File: src/rtl/iot_event_sequencer.sv
// iot_event_sequencer
// Watches per-device on/off status lines and turns every net change into a
// single change/on_off/dev_id pulse. At most one pulse is issued per cycle,
// and devices are serviced in round-robin order. active_count tracks the
// popcount of the state that has already been reported downstream.
module iot_event_sequencer #(
    parameter int N_DEV = 8,
    parameter int ID_W  = $clog2(N_DEV),
    parameter int CNT_W = 8
) (
    input  logic             clk,
    input  logic             rst,
    input  logic [N_DEV-1:0] dev_status,
    input  logic             hold,
    output logic             change,
    output logic             on_off,
    output logic [ID_W-1:0]  dev_id,
    output logic             pending,
    output logic [CNT_W-1:0] active_count
);

    logic [N_DEV-1:0] sync_meta;
    logic [N_DEV-1:0] sync;
    logic [N_DEV-1:0] reported;
    logic [ID_W-1:0]  ptr;
    logic [N_DEV-1:0] pend;

    logic             sel_found;
    logic [ID_W-1:0]  sel_idx;
    logic [ID_W-1:0]  cand;
    logic [ID_W-1:0]  ptr_next;
    logic             issue;
    logic             issue_val;

    // A device whose synchronized state differs from the last reported state
    // owes an event. Toggling and returning before service cancels itself.
    assign pend = sync ^ reported;

    // Round-robin search: the first set bit of pend at or after ptr, wrapping.
    // NOTE: every signal written in an always_comb gets a default first;
    // a path that leaves one unassigned would infer a latch.
    always_comb begin
        sel_found = 1'b0;
        sel_idx   = '0;
        cand      = '0;
        for (int k = 0; k < N_DEV; k++) begin
            cand = ID_W'((int'(ptr) + k) % N_DEV);
            if (!sel_found && pend[cand]) begin
                sel_found = 1'b1;
                sel_idx   = cand;
            end
        end
    end

    // Event issue decision and the pointer position just past the winner.
    always_comb begin
        issue     = sel_found && !hold;
        issue_val = sync[sel_idx];
        if (sel_idx == ID_W'(N_DEV - 1)) begin
            ptr_next = '0;
        end else begin
            ptr_next = sel_idx + ID_W'(1);
        end
    end

    // Two-flop synchronizer for the asynchronous status lines.
    // NOTE: sequential state uses non-blocking assignments so every flop
    // samples the pre-edge value of its source, independent of statement order.
    always_ff @(posedge clk or posedge rst) begin
        if (rst) begin
            sync_meta <= '0;
            sync      <= '0;
        end else begin
            sync_meta <= dev_status;
            sync      <= sync_meta;
        end
    end

    // Reported state, round-robin pointer and the outgoing event registers.
    always_ff @(posedge clk or posedge rst) begin
        if (rst) begin
            reported     <= '0;
            ptr          <= '0;
            change       <= 1'b0;
            on_off       <= 1'b0;
            dev_id       <= '0;
            active_count <= '0;
        end else if (issue) begin
            change            <= 1'b1;
            on_off            <= issue_val;
            dev_id            <= sel_idx;
            reported[sel_idx] <= issue_val;
            ptr               <= ptr_next;
            if (issue_val) begin
                active_count <= active_count + CNT_W'(1);
            end else begin
                active_count <= active_count - CNT_W'(1);
            end
        end else begin
            change <= 1'b0;
            on_off <= 1'b0;
            dev_id <= '0;
        end
    end

    // Registered "something is still unreported" flag; lags pend by a cycle.
    always_ff @(posedge clk or posedge rst) begin
        if (rst) begin
            pending <= 1'b0;
        end else begin
            pending <= |pend;
        end
    end

endmodule

File: config.mk
export PLATFORM = sky130hd
export DESIGN_NAME = iot_event_sequencer
export DESIGN_NICKNAME = d
export VERILOG_FILES = /design/src/rtl/iot_event_sequencer.sv
export SDC_FILE = /design/constraint.sdc
export NUM_CORES = 1
export LEC_CHECK = 0
export CORE_ASPECT_RATIO = 1.75
export CORE_MARGIN = 4
export CORE_UTILIZATION = 60
export DETAILED_ROUTE_END_ITERATION = 10
export DONT_BUFFER_PORTS = 1
export HOLD_SLACK_MARGIN = 0.1
export PLACE_DENSITY_LB_ADDON = 0.12
export SLEW_MARGIN = 20
export SYNTH_ARGS = -nofsm -noshare
export SYNTH_HDL_FRONTEND = slang
export SYNTH_SLANG_ARGS = --single-unit
File: constraint.sdc
create_clock -name clk -period 5.95 [get_ports clk]
set_input_delay 1.19 -clock clk [delete_from_list [all_inputs] [get_ports clk]]
set_output_delay 1.19 -clock clk [all_outputs]
set_load 0.02 [all_outputs]
# After elaboration in Yosys (flattened, before gate mapping)
# Index checks and enable logic that the tools add are counted.
[totals]
out_inout_bits = 14
reg_bits = 41
[op_classes]
n_eq_ne = 1
bitwise_logic = 1
addsub = 10
n_reduce_logical = 18
magnitude_cmp = 10
muxes = 42
[op_table]
columns = ["operator", "count"]
rows = [
  ["$lt 3x4->1 const B", 9],
  ["$mux 3", 10],
  ["$bmux 1 s3", 9],
  ["$mux 1", 20],
  ["$add 3x3->3 const B", 4],
  ["$logic_and 1x1->1", 9],
  ["$add 8x1->8 const B", 1],
  ["$bwmux 8", 1],
  ["$logic_not 1->1", 8],
  ["$mux 8", 1],
  ["$reduce_or 8->1", 1],
  ["$sub 8x1->8 const B", 1],
  ["$xor 8x8->8", 1],
  ["$add 3x1->3 const B", 2],
  ["$add 3x2->3 const B", 2],
  ["$demux 1 s3", 1],
  ["$eq 3x3->1 const B", 1],
  ["$ge 3x1->1 const B", 1],
]

# Longest topological paths before layout
# Gate-level depths: netlist of run 1.
[logic_depth]
depth_word = 30
ltp_mapped = 22
mapped_depth_nobuf = 17

# Worst setup path before layout of run 1
# No wires, ideal clock.
[synth_timing]
path_type = "register to register"
from = "register ptr[0]"
to = "register active_count[2]"
period_less_slack_ps = 4628
slack_ps = 1322
arrival_time_ps = 4547
setup_time_ps = 80
stages_incl_launch_ff = 20
cell_sequence = "dfrtp_1 buf_4 inv_2 buf_4 ha_1 xor2_1 mux4_2 o21a_1 o211ai_1 o32ai_4 a32oi_1 o21ai_1 o311a_1 buf_6 buf_6 xnor2_1 ha_1 or3_1 mux2i_1 xor2_1"
[synth_between]
elab_chain_cells = 27
elab_cells_between_ends = 57
[synth_lines]
columns = ["item", "line", "source"]
rows = [
  ["start: declaration", "25", "logic [ID_W-1:0] ptr;"],
  ["start signal: assignment", "93", "ptr <= ptr_next;"],
  ["branches (longest 27 deep; another with $add 3x1->3)", "n/a", ""],
  ["end signal: assignment", "95", "active_count <= active_count + CNT_W'(1);"],
  ["end signal: assignment", "97", "active_count <= active_count - CNT_W'(1);"],
  ["end: declaration", "19", "output logic [CNT_W-1:0] active_count"],
]
# Several ways; the timed one is not identified. The select of a mux whose other input is x is not followed.
# A chain may end at the register's enable or synchronous reset.

# Final worst setup path of run 1
# Same ends and word-level chain as after synthesis.

==> results of run 1 <==
-- final timing paths --
check,start,endpoint
min,sync_meta[1],sync[1]
max,ptr[0],active_count[2]
min reg2reg,sync_meta[1],sync[1]
min in group asynchronous,rst,sync_meta[2]
max reg2reg,ptr[0],active_count[2]
max in group asynchronous,rst,ptr[2]
-- registers in the layout (all words and copies together), names as in the netlist, 3 cells and up --
name	cells
active_count	8
dev_id	3
ptr	3
reported	8
sync	8
sync_meta	8
-- logic make-up after synthesis --
| group | after synthesis | synth area share (%) |
|---|---|---|
| compound gates | 43 | 12.84 |
| fa+ha+maj | 4 | 1.821 |
| simple gates | 82 | 14.52 |
| xor+xnor | 25 | 7.965 |
| mux | 43 | 21.57 |
| flops | 41 | 37.32 |
| buf+inv | 21 | 3.959 |
-- critical path: stages, from the launching register on --
cell,delay [ps]
sky130_fd_sc_hd__dfrtp_1,880
sky130_fd_sc_hd__inv_2,330
sky130_fd_sc_hd__ha_1,340
sky130_fd_sc_hd__xor2_1,450
sky130_fd_sc_hd__mux4_2,640
sky130_fd_sc_hd__o21a_1,210
sky130_fd_sc_hd__o211ai_1,390
sky130_fd_sc_hd__o32ai_4,230
sky130_fd_sc_hd__a32oi_1,200
sky130_fd_sc_hd__o21ai_1,90
sky130_fd_sc_hd__o311a_1,320
sky130_fd_sc_hd__xnor2_1,130
sky130_fd_sc_hd__ha_1,260
sky130_fd_sc_hd__or3_1,350
sky130_fd_sc_hd__mux2i_1,160
sky130_fd_sc_hd__xor2_1,160
-- per-stage QoR --
stage / utilization, % / hold WS (ps) / cells / setup slack, ps / cell area [µm²]
floorplan: - / 331.2 / 259 / 1322 / 2749
global placement: 62.84 / 332.1 / 302 / 933.6 / 2768
detailed placement: 62.84 / 340.5 / 302 / 817.3 / 2768
CTS: 64.89 / 355.2 / 310 / 765.8 / 2858
global route: 64.89 / 356.5 / 310 / 300.0 / 2858
finish: 64.89 / 348.1 / 310 / 706.9 / 2858
-- synthesized netlist by cell type, drive strengths merged, types with 5 or more instances --
master	number	area, µm²
o21ai	12	60.06
mux4	12	270.3
and2	5	31.28
mux2i	21	210.2
clkbuf	6	22.52
buf	5	42.53
xor2	15	131.4
nand2	29	108.9
mux2	10	112.6
xnor2	10	87.58
dfrtp	41	1026
nor2	18	67.56
nand3	6	30.03
inv	8	30.03
-- routing by layer --
metal	GRT usage [%]	vias to the layer above	wire, µm
li1	-	950	-
met1	26.57	991	2195
met2	40.72	75	3483
met3	3.856	24	242
met4	15.36	0	349
met5	0	-	0
-- final cells by class --
| cell class | count | share of cell area, % |
|---|---|---|
| multi-input cells | 197 | 56.48 |
| flip-flops and latches | 41 | 35.90 |
| clock buffers | 5 | 2.408 |
| well taps | 51 | 2.233 |
| inverters | 9 | 1.182 |
| repair buffers | 4 | 1.051 |
| clock inverters | 3 | 0.7443 |
==> impl_metrics.env, run 1 <==
export IMPL_outcome="completed"
export IMPL_tritoncts="built"
export IMPL_yosys_warnings=0
export IMPL_max_cap_viol_count=0
export IMPL_grt_start_max_net_pins=42
export IMPL_io_pins=25
export IMPL_route_vias_total=2040
export IMPL_fp_row_count=32
export IMPL_synth_fp_nets=274
export IMPL_fin_skew_ps=7.319
export IMPL_cts_setup_buffers=0
export IMPL_detail_route_drc_violations=0
export IMPL_synth_ff_type="sky130_fd_sc_hd__dfrtp_1"
export IMPL_hold_buffers=0
export IMPL_rsz_0062_raised_after_global_routing="false"
export IMPL_synthArstFlopShare_pct=100.0
export IMPL_post_synth_cell_area_avg_um2=10.61
export IMPL_layout_area_seq_um2=1026
export IMPL_reg2reg_depth=15
export IMPL_synth_cell_types=57
export IMPL_grt_overflow_total=0
export IMPL_path_class_of_the_lowest_slack_min_delay_path="reg2reg"
export IMPL_worst_ep_required_time_ps=6160
export IMPL_avgViaCountPerCell=6.581
export IMPL_total_die_area_um2=5771
export IMPL_timing_fmax_mhz=190.7
export IMPL_report_final_slew_viol_count=0
export IMPL_critPathCaptureType="register"
export IMPL_timing_max_slew_rel_slack_pct=42.97
export IMPL_dieHeight_um=97.54
export IMPL_post_synth_instance_area_um2=2749
export IMPL_cts_repair_resized=0
export IMPL_dr_pass1_iters=4
export IMPL_setup_tns_final_ps=0
export IMPL_detail_route_wl_per_cell_um=20.23
export IMPL_groute_usage_overall_pct=24.03
export IMPL_net_count_of_the_finished_layout=273
export IMPL_synth_edf_count=0
export IMPL_synth_cells=259
export IMPL_first_iter_violations=108
export IMPL_port_buffers=0
export IMPL_cts_htree_levels=2
export IMPL_worstSetupPathType="reg2reg"
export IMPL_hold_path_cell_count=0
export IMPL_antenna_diode_count=0
export IMPL_clock_sinks=41
export IMPL_timing_final_crit_period_ps=5243
export IMPL_fin_crit_sh_pct=88.12
export IMPL_post_route_cells_drive_above_1_share_pct=16.60
export IMPL_initial_core_util_pct=62.41
export IMPL_wire_length_of_the_first_global_routing_pass_um=10520
export IMPL_n_fill_cell=362
export IMPL_dpl_hpwl_um=4914
export IMPL_finalHoldViolations=0
export IMPL_antenna_violating_nets_remaining=0
export IMPL_clock_path_buffers=2
export IMPL_cts_root_buffer_cell="sky130_fd_sc_hd__clkbuf_8"
export IMPL_layout_commonest_cell="sky130_fd_sc_hd__dfrtp_1"
export IMPL_worst_setup_path_start_kind="register"
export IMPL_place_congestion=0.9664
export IMPL_clkLatencyLatePin_ps=290
export IMPL_layout_cells_most_common_list="sky130_fd_sc_hd__dfrtp_1 (41), sky130_fd_sc_hd__nand2_1 (29), sky130_fd_sc_hd__mux2i_1 (21), sky130_fd_sc_hd__nor2_1 (18), sky130_fd_sc_hd__xor2_1 (15)"
export IMPL_dieWidth_um=59.17
export IMPL_core_area_um2=4404
export IMPL_cp_data_arrival_time_ps=5450
export IMPL_clk_pin_slew_worst_paths_ps=80
export IMPL_initial_antenna_violation_count=0
export IMPL_synth_seq_area_share_pct=37.32
export IMPL_reg2reg_setup_slack_ps=710
export IMPL_cts_buffers=5
export IMPL_crit_fanout=20
export IMPL_synthToLayoutAreaGrowth_pct=3.960
export IMPL_vias_in_the_first_global_route=2133
export IMPL_tightest_slew_ps=831.7
export IMPL_synth_seq_cells=41
export IMPL_final_setup_viol_count=0
export IMPL_multi_input_gate_area_in_the_final_layout_um2=1614
export IMPL_route_final_wire_length_um=6270
Power of run 1 is left out: the tool's default activity adds up to more than one toggle a clock period on the data nets, which glitch-free logic cannot reach.
==> run 2: changes to the inputs <==
- REMOVE_ABC_BUFFERS: default -> 1
==> impl_metrics.env, run 2 (synthesis gave the netlist of run 1 again) <==
export IMPL_outcome="completed"
export IMPL_finalHoldViolations=0
export IMPL_detail_route_drc_violations=0
export IMPL_critPathCaptureType="register"
export IMPL_initial_core_util_pct=62.41
export IMPL_slowest_stage="sky130_fd_sc_hd__mux4_2"
export IMPL_net_count_of_the_finished_layout=273
export IMPL_port_buffers=0
export IMPL_tritoncts="built"
export IMPL_crit_fanout=13
export IMPL_dpl_hpwl_um=5004
export IMPL_worstSetupPathType="reg2reg"
export IMPL_core_area_um2=4404
export IMPL_clock_path_buffers=2
export IMPL_fin_crit_sh_pct=82.19
export IMPL_final_setup_viol_count=0
export IMPL_cts_buffers=5
export IMPL_antenna_violating_nets_remaining=0
export IMPL_post_route_cells_drive_above_1_share_pct=16.60
export IMPL_rr_endpoint="active_count[2]"
export IMPL_layout_cells_most_common_list="sky130_fd_sc_hd__dfrtp_1 (41), sky130_fd_sc_hd__nand2_1 (29), sky130_fd_sc_hd__mux2i_1 (21), sky130_fd_sc_hd__nor2_1 (18), sky130_fd_sc_hd__xor2_1 (15)"
export IMPL_cts_repair_resized=0
export IMPL_total_die_area_um2=5771
export IMPL_worst_r2r_startpoint="ptr[0]"
export IMPL_tightest_slew_ps=763.8
export IMPL_cp_data_arrival_time_ps=5110
export IMPL_synthToLayoutAreaGrowth_pct=4.005
export IMPL_grt_start_max_net_pins=42
export IMPL_first_iter_violations=122
export IMPL_cts_setup_buffers=0
export IMPL_worst_setup_path_start_kind="register"
export IMPL_route_vias_total=2068
export IMPL_reg2reg_setup_slack_ps=1060
export IMPL_groute_usage_overall_pct=24.84
export IMPL_worst_path_buf_inv=1
export IMPL_vias_in_the_first_global_route=2137
export IMPL_cts_root_buffer_cell="sky130_fd_sc_hd__clkbuf_8"
export IMPL_timing_fmax_mhz=204.5
export IMPL_fin_skew_ps=3.589
export IMPL_fp_row_count=32
export IMPL_postPlaceCellArea_um2=2768
export IMPL_route_final_wire_length_um=6408
export IMPL_hold_path_cell_count=0
export IMPL_max_cap_viol_count=0
export IMPL_crit_start="ptr[0]"
export IMPL_rsz_0062_raised_after_global_routing="false"
export IMPL_reg2reg_depth=15
export IMPL_critPathTopFamily="compound AO/OA/AOI/OAI gates"
export IMPL_timing_max_slew_rel_slack_pct=47.62
export IMPL_hold_buffers=0
export IMPL_cts_htree_levels=2
export IMPL_holdPathEnd="sync[4]"
export IMPL_dr_pass1_iters=4
export IMPL_antenna_diode_count=0
export IMPL_clkLatencyLatePin_ps=290
export IMPL_worst_ep_required_time_ps=6170
export IMPL_critical_path_max_stage_delay_ps=670
export IMPL_detail_route_wl_per_cell_um=20.67
export IMPL_timing_hold_worst_start="sync_meta[4]"
export IMPL_place_congestion=0.9918
export IMPL_clk_pin_slew_worst_paths_ps=80
export IMPL_dieHeight_um=97.54
export IMPL_path_class_of_the_lowest_slack_min_delay_path="reg2reg"
export IMPL_setup_tns_final_ps=0
export IMPL_n_fill_cell=372
export IMPL_io_pins=25
export IMPL_wire_length_of_the_first_global_routing_pass_um=10720
export IMPL_hold_worst_slack_ps=349.8
export IMPL_report_final_slew_viol_count=0
export IMPL_initial_antenna_violation_count=0
export IMPL_dieWidth_um=59.17
export IMPL_layout_cell_area_excl_fill_um2=2859
export IMPL_cp_cell_sequence="inv_2 > ha_1 > xor2_1 > mux4_2 > o21a_1 > o211ai_1 > o32ai_4 > a32oi_1 > o21ai_1 > o311a_1 > xnor2_1 > ha_1 > or3_1 > mux2i_1 > xor2_1"
export IMPL_timing_final_crit_period_ps=4890
export IMPL_avgViaCountPerCell=6.671
export IMPL_layout_commonest_cell="sky130_fd_sc_hd__dfrtp_1"
export IMPL_clock_sinks=41
export IMPL_grt_overflow_total=0
run 2: cell count changes in the layout (fill, tap and decap cells not counted):
cell,before,now
sky130_fd_sc_hd__inv_6,1,0
sky130_fd_sc_hd__clkinvlp_4,1,0
sky130_fd_sc_hd__clkinv_4,0,2
run 2: routing by layer:
| metal | track usage (%) | vias up | routed length (µm) |
|---|---|---|---|
| met5 | 0 | - | 0 |
| met4 | 19.55 | 0 | 515 |
| met3 | 2.926 | 34 | 259 |
| met2 | 41.65 | 77 | 3452 |
| met1 | 26.78 | 1013 | 2181 |
| li1 | - | 944 | - |
run 2: worst max-delay path by stage:
stage / end / slack, ps / cells after the start
2_1_floorplan: active_count[2] / 1000 / 15
3_3_place_gp: active_count[2] / 1180 / 15
3_5_place_dp: active_count[2] / 1150 / 15
4_1_cts: active_count[2] / 1100 / 15
5_1_grt: active_count[2] / 700 / 15
6_report: active_count[2] / 1060 / 15
run 2: area by class of cell:
| type | instances | area [µm²] | area share [%] |
|---|---|---|---|
| Clock buffer | 5 | 68.82 | 2.407 |
| Clock inverter | 3 | 22.52 | 0.7877 |
| Inverter | 9 | 33.78 | 1.182 |
| Multi-Input combinational cell | 197 | 1614 | 56.46 |
| Sequential cell | 41 | 1026 | 35.89 |
| Tap cell | 51 | 63.81 | 2.232 |
| Timing Repair Buffer | 4 | 30.03 | 1.050 |
run 2: per-stage QoR:
step	worst slack [ps]	instances	utilization, %
2_1_floorplan	1003	247	-
3_3_place_gp	1181	302	62.84
3_5_place_dp	1151	302	62.84
4_1_cts	1103	310	64.91
5_1_grt	702.6	310	64.91
6_report	1060	310	64.91
Power of run 2 is left out for the same reason.
